<file path="config.mk">
export PLATFORM = sky130hd
export DESIGN_NAME = spi_fsm
export DESIGN_NICKNAME = d
export VERILOG_FILES = /design/src/rtl/spi_pkg.sv /design/src/rtl/spi_bit_counter.sv /design/src/rtl/spi_fsm.sv
export SDC_FILE = /design/constraint.sdc
export NUM_CORES = 1
export LEC_CHECK = 0
export ABC_AREA = 1
export CORE_MARGIN = 2
export CORE_UTILIZATION = 45
export CTS_BUF_LIST = sky130_fd_sc_hd__clkbuf_8
export DETAILED_ROUTE_END_ITERATION = 10
export GPL_TIMING_DRIVEN = 0
export PLACE_DENSITY_LB_ADDON = 0.05
export SYNTH_ARGS = -nofsm -noshare
export SYNTH_HDL_FRONTEND = slang
export SYNTH_SLANG_ARGS = --single-unit
</file>
<file path="constraint.sdc">
create_clock -name clk -period 2.5 [get_ports clk]
set_input_delay 0.375 -clock clk [delete_from_list [all_inputs] [get_ports clk]]
set_output_delay 0.375 -clock clk [all_outputs]
set_load 0.02 [all_outputs]
</file>
<file path="src/rtl/spi_pkg.sv">
// spi_pkg: shared state encoding and constants for the SPI slave sequencer
package spi_pkg;
    localparam int FRAME_WIDTH = 8;
    localparam logic READ_FLAG = 1'b1;
    typedef enum logic [3:0] {
        IDLE, GET_ADDR, LATCH_ADDR, READ_WAIT, READ_LOAD,
        READ_SHIFT, WRITE_RECV, WRITE_COMMIT, DONE
    } state_e;
endpackage

</file>
<file path="src/rtl/spi_bit_counter.sv">
// spi_bit_counter: counts qualifying SCLK edges and flags the edge that completes a frame
module spi_bit_counter #(
    parameter int width = 8
) (
    input  logic clk,
    input  logic reset,
    input  logic clear_i,
    input  logic inc_i,
    output logic last_o
);
    localparam int CW = $clog2(width + 1);
    logic [CW-1:0] count_q;
    always_ff @(posedge clk) begin
        if (reset || clear_i) count_q <= '0;
        else if (inc_i) count_q <= count_q + CW'(1);
    end
    // this increment brings the count to width
    assign last_o = inc_i && count_q == CW'(width - 1);
endmodule

</file>
<file path="src/rtl/spi_fsm.sv">
// spi_fsm: sequences one address/RW byte and one data byte per SPI transaction,
// driving the shift register, address latch, memory write enable and MISO enable.
module spi_fsm
    import spi_pkg::*;
#(
    parameter int width = FRAME_WIDTH
) (
    input  logic clk,
    input  logic reset,
    input  logic chipSelect,
    input  logic sclkPosEdge,
    input  logic sclkNegEdge,
    input  logic readWriteBit,
    output logic shiftEnable,
    output logic parallelLoad,
    output logic addrLatchEnable,
    output logic dataMemWriteEnable,
    output logic misoEnable,
    output logic busy
);
    state_e state_q, state_d;
    logic arm_q, ale_q, pl_q, we_q, miso_q, busy_q;
    logic edge_ok, last, clear;

    assign edge_ok = !reset && !chipSelect &&
        (((state_q == GET_ADDR || state_q == WRITE_RECV) && sclkPosEdge) ||
         (state_q == READ_SHIFT && sclkNegEdge));
    assign clear = state_d != state_q && state_d inside {GET_ADDR, READ_SHIFT, WRITE_RECV};

    spi_bit_counter #(.width(width)) u_cnt (
        .clk(clk),
        .reset(reset),
        .clear_i(clear),
        .inc_i(edge_ok),
        .last_o(last)
    );

    always_comb begin
        state_d = state_q;
        case (state_q)
            IDLE:         if (!chipSelect && arm_q) state_d = GET_ADDR;
            GET_ADDR:     if (last) state_d = LATCH_ADDR;
            LATCH_ADDR:   state_d = (readWriteBit == READ_FLAG) ? READ_WAIT : WRITE_RECV;
            READ_WAIT:    state_d = READ_LOAD;
            READ_LOAD:    state_d = READ_SHIFT;
            READ_SHIFT:   if (last) state_d = DONE;
            WRITE_RECV:   if (last) state_d = WRITE_COMMIT;
            WRITE_COMMIT: state_d = DONE;
            default:      state_d = state_q;
        endcase
        if (chipSelect && state_q != IDLE) state_d = IDLE;
    end

    // arm_q blocks a restart after reset until chip-select has been seen high
    always_ff @(posedge clk) begin
        if (reset) begin
            state_q <= IDLE;
            arm_q   <= 1'b0;
            ale_q   <= 1'b0;
            pl_q    <= 1'b0;
            we_q    <= 1'b0;
            miso_q  <= 1'b0;
            busy_q  <= 1'b0;
        end else begin
            state_q <= state_d;
            arm_q   <= arm_q | chipSelect;
            ale_q   <= state_d == LATCH_ADDR;
            pl_q    <= state_d == READ_LOAD;
            we_q    <= state_d == WRITE_COMMIT;
            miso_q  <= state_d == READ_SHIFT;
            busy_q  <= state_d != IDLE;
        end
    end

    // chip-select rising kills strobes and MISO in the abort cycle itself
    assign shiftEnable        = edge_ok;
    assign addrLatchEnable    = ale_q && !chipSelect;
    assign parallelLoad       = pl_q && !chipSelect;
    assign dataMemWriteEnable = we_q && !chipSelect;
    assign misoEnable         = miso_q && !chipSelect;
    assign busy               = busy_q;
endmodule

</file>
==> impl_metrics.prom <==
# TYPE chip_impl_metric gauge
chip_impl_metric{name="grt_max_degree",unit=""} 11
chip_impl_metric{name="whs_path_depth",unit=""} 2
chip_impl_metric{name="place.detailed.hpwl",unit="mm"} 1.30
chip_impl_metric{name="num_cts_buffers",unit=""} 3
chip_impl_metric{name="setup_viol",unit=""} 0
chip_impl_metric{name="place.port_buffers",unit=""} 10
chip_impl_metric{name="remaining_drc_errors",unit=""} 0
chip_impl_metric{name="hold_viol_final",unit=""} 0
chip_impl_metric{name="antenna_found_initial",unit=""} 0
chip_impl_metric{name="detail_route.first_pass.iterations",unit=""} 4
chip_impl_metric{name="num-fill-cells",unit=""} 197
chip_impl_metric{name="seq_area_frac_synth",unit=""} 0.314
chip_impl_metric{name="worstPathMaxFanout",unit=""} 7
chip_impl_metric{name="num_vias",unit=""} 790
chip_impl_metric{name="syn-instance-count",unit=""} 128
chip_impl_metric{name="drt_wl_total",unit="mm"} 1.60
chip_impl_metric{name="gr-total-overflow",unit=""} 0
chip_impl_metric{name="met3_routed_wl",unit="um"} 76
chip_impl_metric{name="cellPowerDensity",unit="nW/um2"} 429
chip_impl_metric{name="clk_latency",unit="ns"} 0.24
chip_impl_metric{name="first_global_vias",unit=""} 752
chip_impl_metric{name="syn-cell-area",unit="um2"} 893
chip_impl_metric{name="post_drt_antenna_nets",unit=""} 0
chip_impl_metric{name="placed_cells",unit=""} 165
chip_impl_metric{name="nets",unit=""} 150
chip_impl_metric{name="yosysTopAreaCellShare",unit=""} 0.314
chip_impl_metric{name="design_area",unit="um2"} 1070
chip_impl_metric{name="arrival",unit="ns"} 1.70
chip_impl_metric{name="initial_core_util",unit=""} 0.465
chip_impl_metric{name="io-pin-count",unit=""} 12
chip_impl_metric{name="core_area",unit="um2"} 1920
chip_impl_metric{name="syn-num-nets",unit=""} 135
chip_impl_metric{name="min_period_over_period",unit=""} 0.830
chip_impl_metric{name="reg2reg_setup_slack",unit="ns"} 0.64
chip_impl_info{name="final_common_cell",value="sky130_fd_sc_hd__nand2_1"} 1
chip_impl_metric{name="time_the_final_worst_path_needs_with_i_o_delays_and_setup",unit="ns"} 2.07
chip_impl_info{name="setup.worst_path.start_class",value="input pin"} 1
chip_impl_metric{name="post_drt_wl_per_cell",unit="um"} 9.54
chip_impl_metric{name="slew_violations",unit=""} 0
chip_impl_info{name="critical_path.top_delay_family",value="buffers and inverters"} 1
chip_impl_metric{name="max-slew-margin-rel",unit=""} 0.722
chip_impl_metric{name="totalPowerFinal",unit="uW"} 461
chip_impl_metric{name="finalNonFillerCells",unit=""} 168
chip_impl_metric{name="drive_gt1_frac",unit=""} 0.241
chip_impl_metric{name="grt_pass1_wl",unit="mm"} 3.02
chip_impl_metric{name="die_h",unit="um"} 48.6
chip_impl_metric{name="syn2layout_area_growth",unit="%"} 20.3
chip_impl_metric{name="antenna_cells_inserted",unit=""} 0
chip_impl_metric{name="cp_bufs_invs",unit=""} 3
chip_impl_metric{name="metal2_wl",unit="um"} 797
chip_impl_metric{name="ctsLongestPathBuffers",unit=""} 2
chip_impl_metric{name="routability_congestion",unit=""} 0.859
chip_impl_metric{name="wl_met1",unit="um"} 727
chip_impl_metric{name="place_area",unit="um2"} 1030
chip_impl_metric{name="fp-row-count",unit=""} 16
chip_impl_metric{name="vdd_drop_max",unit="mV"} 0.369
chip_impl_metric{name="fmax",unit="GHz"} 0.482
chip_impl_metric{name="static_power_due_to_leakage",unit="uW"} 0.000515
chip_impl_info{name="layout.cells.most_common_list",value="sky130_fd_sc_hd__nand2_1, sky130_fd_sc_hd__inv_1, sky130_fd_sc_hd__nor2_1"} 1
chip_impl_metric{name="tightest_slew",unit="ns"} 0.415
chip_impl_metric{name="max_cap_violations",unit=""} 0
chip_impl_info{name="setup_repair_after_global_routing_missed_its_margin",value="false"} 1
chip_impl_info{name="synth_area_leaders",value="sky130_fd_sc_hd__dfxtp_1, sky130_fd_sc_hd__nand2_1, sky130_fd_sc_hd__inv_1"} 1
chip_impl_metric{name="vias_per_cell",unit=""} 4.70
chip_impl_metric{name="htree_num_levels",unit=""} 1
chip_impl_metric{name="layout.core_utilization",unit=""} 0.559
chip_impl_info{name="min_path_type",value="input pin to flop"} 1
chip_impl_metric{name="cts.sinks",unit=""} 14
chip_impl_metric{name="skew",unit="ns"} 0.00117
chip_impl_metric{name="synthDistinctLibCells",unit=""} 28
chip_impl_info{name="worst_path_max_delay_cell",value="sky130_fd_sc_hd__clkdlybuf4s50_1"} 1
chip_impl_metric{name="worst-path-stages",unit=""} 5
chip_impl_metric{name="synth_warnings",unit=""} 0
chip_impl_metric{name="critical-path-max-stage-delay",unit="ns"} 0.54
chip_impl_info{name="end_kind",value="output port"} 1
chip_impl_metric{name="synth.ff_latch_count",unit=""} 14
chip_impl_info{name="yosysTopAreaCell",value="sky130_fd_sc_hd__dfxtp_1"} 1
chip_impl_metric{name="worstPathRequired",unit="ns"} 2.12
chip_impl_metric{name="postSynthAreaPerCell",unit="um2"} 6.98
chip_impl_info{name="status",value="completed"} 1
chip_impl_metric{name="dieWidth",unit="um"} 48.6
chip_impl_metric{name="cts_hold_repair.buffers",unit=""} 0
chip_impl_info{name="dr.max_layer_used",value="met3"} 1
chip_impl_info{name="clock_tree_from_tritoncts",value="yes"} 1
chip_impl_metric{name="dieArea",unit="um2"} 2360
chip_impl_info{name="worst_setup_path_type",value="input pin to output port"} 1
chip_impl_metric{name="rr_worst_depth",unit=""} 13
chip_impl_metric{name="path_clk_slew",unit="ns"} 0.05
chip_impl_info{name="crit_path_cell_trace",value="clkdlybuf4s50_1 > nor2_2 > nand2_1 > inv_1 > dlymetal6s2s_1"} 1
chip_impl_info{name="clock_tree.root_cell",value="sky130_fd_sc_hd__clkbuf_8"} 1
chip_impl_metric{name="globalRouteTotalUtil",unit=""} 0.160
chip_impl_metric{name="first_iter_violations",unit=""} 18
-- worst register-to-register path, stage by stage (launching register included) --
cell and delay (ns):
sky130_fd_sc_hd__dfxtp_1 0.37, sky130_fd_sc_hd__ha_1 0.17, sky130_fd_sc_hd__inv_1 0.06, sky130_fd_sc_hd__nor3b_2 0.32, sky130_fd_sc_hd__nand4_2 0.20, sky130_fd_sc_hd__nand2_2 0.11
sky130_fd_sc_hd__nand2_4 0.07, sky130_fd_sc_hd__nand2_1 0.06, sky130_fd_sc_hd__nand2_1 0.06, sky130_fd_sc_hd__nor2_2 0.10, sky130_fd_sc_hd__nand3_2 0.07, sky130_fd_sc_hd__nand2_2 0.08
sky130_fd_sc_hd__nand2_4 0.07, sky130_fd_sc_hd__nor2_2 0.07
-- power by group --
group | leakage (uW) | internal (uW) | switching (uW)
sequential | 0.000114 | 227 | 3.32
clock | 0.0000216 | 106 | 68.3
combinational | 0.000380 | 21.8 | 34.1
total | 0.000515 | 355 | 106
-- stage by stage --
step                      hold slack (ns)  setup slack [ns]  TNS, ns
after CTS                           0.436            0.0210        0
after detailed placement            0.461           -0.0939  -0.0939
after floorplan                     0.434             0.857        0
final                               0.432             0.426        0
after global placement              0.455           -0.0452  -0.0452
after global routing                0.463             0.302        0
-- registers in the layout, indices dropped and copies added, names as in the netlist --
register       count
ale_q              1
arm_q              1
busy               1
miso_q             1
pl_q               1
state_q            4
u_cnt.count_q      4
we_q               1
-- timing repair --
action | 4_1_cts | 5_1_grt
gates resized for setup | 1 | 2
gates cloned | 0 | 0
setup endpoints to repair | 1 | 1
setup buffers | 0 | 0
-- synth_stat cells (all sizes together) --
library cell / n
a31oi: 1
a41oi: 1
nand3: 8
nor3b: 1
nand2: 31
xor2: 2
o21ai: 2
o211a: 1
buf: 2
inv: 23
nand3b: 1
mux2i: 1
a21oi: 5
nor3: 2
ha: 1
xnor2: 1
dfxtp: 14
nor2: 26
nand4: 5
-- layout make-up --
| type | count | area, um2 | share of cell area |
|---|---|---|---|
| Timing Repair Buffer | 10 | 103 | 0.0955 |
| Tap cell | 27 | 33.8 | 0.0314 |
| Multi-Input combinational cell | 89 | 517 | 0.481 |
| Buffer | 2 | 12.5 | 0.0116 |
| Clock buffer | 3 | 41.3 | 0.0384 |
| Inverter | 23 | 86.3 | 0.0803 |
| Sequential cell | 14 | 282 | 0.262 |
-- final timing paths --
path | start | to
worst min register to register | arm_q$_SDFF_PP0_ | arm_q$_SDFF_PP0_
worst max-delay path | chipSelect | shiftEnable
worst max register to register | u_cnt.count_q[0]$_SDFFE_PP0P_ | u_cnt.count_q[2]$_SDFFE_PP0P_
worst min-delay path | reset | state_q[0]$_SDFF_PP0_
-- layer usage --
layer | track usage | vias to the layer above
met1 | 0.183 | 350
met5 | 0 | -
met4 | 0.0333 | 0
met3 | 0.0586 | 0
li1 | - | 428
met2 | 0.287 | 12
-- cells by family after synthesis --
group,Yosys count,share of synthesized area
fa+ha+maj,1,0.0140
mux,1,0.0112
buf+inv,25,0.111
flops,14,0.314
xor+xnor,3,0.0294
simple gates,74,0.450
compound gates,10,0.0714
Note: power is estimated with default switching activity, not from simulation.
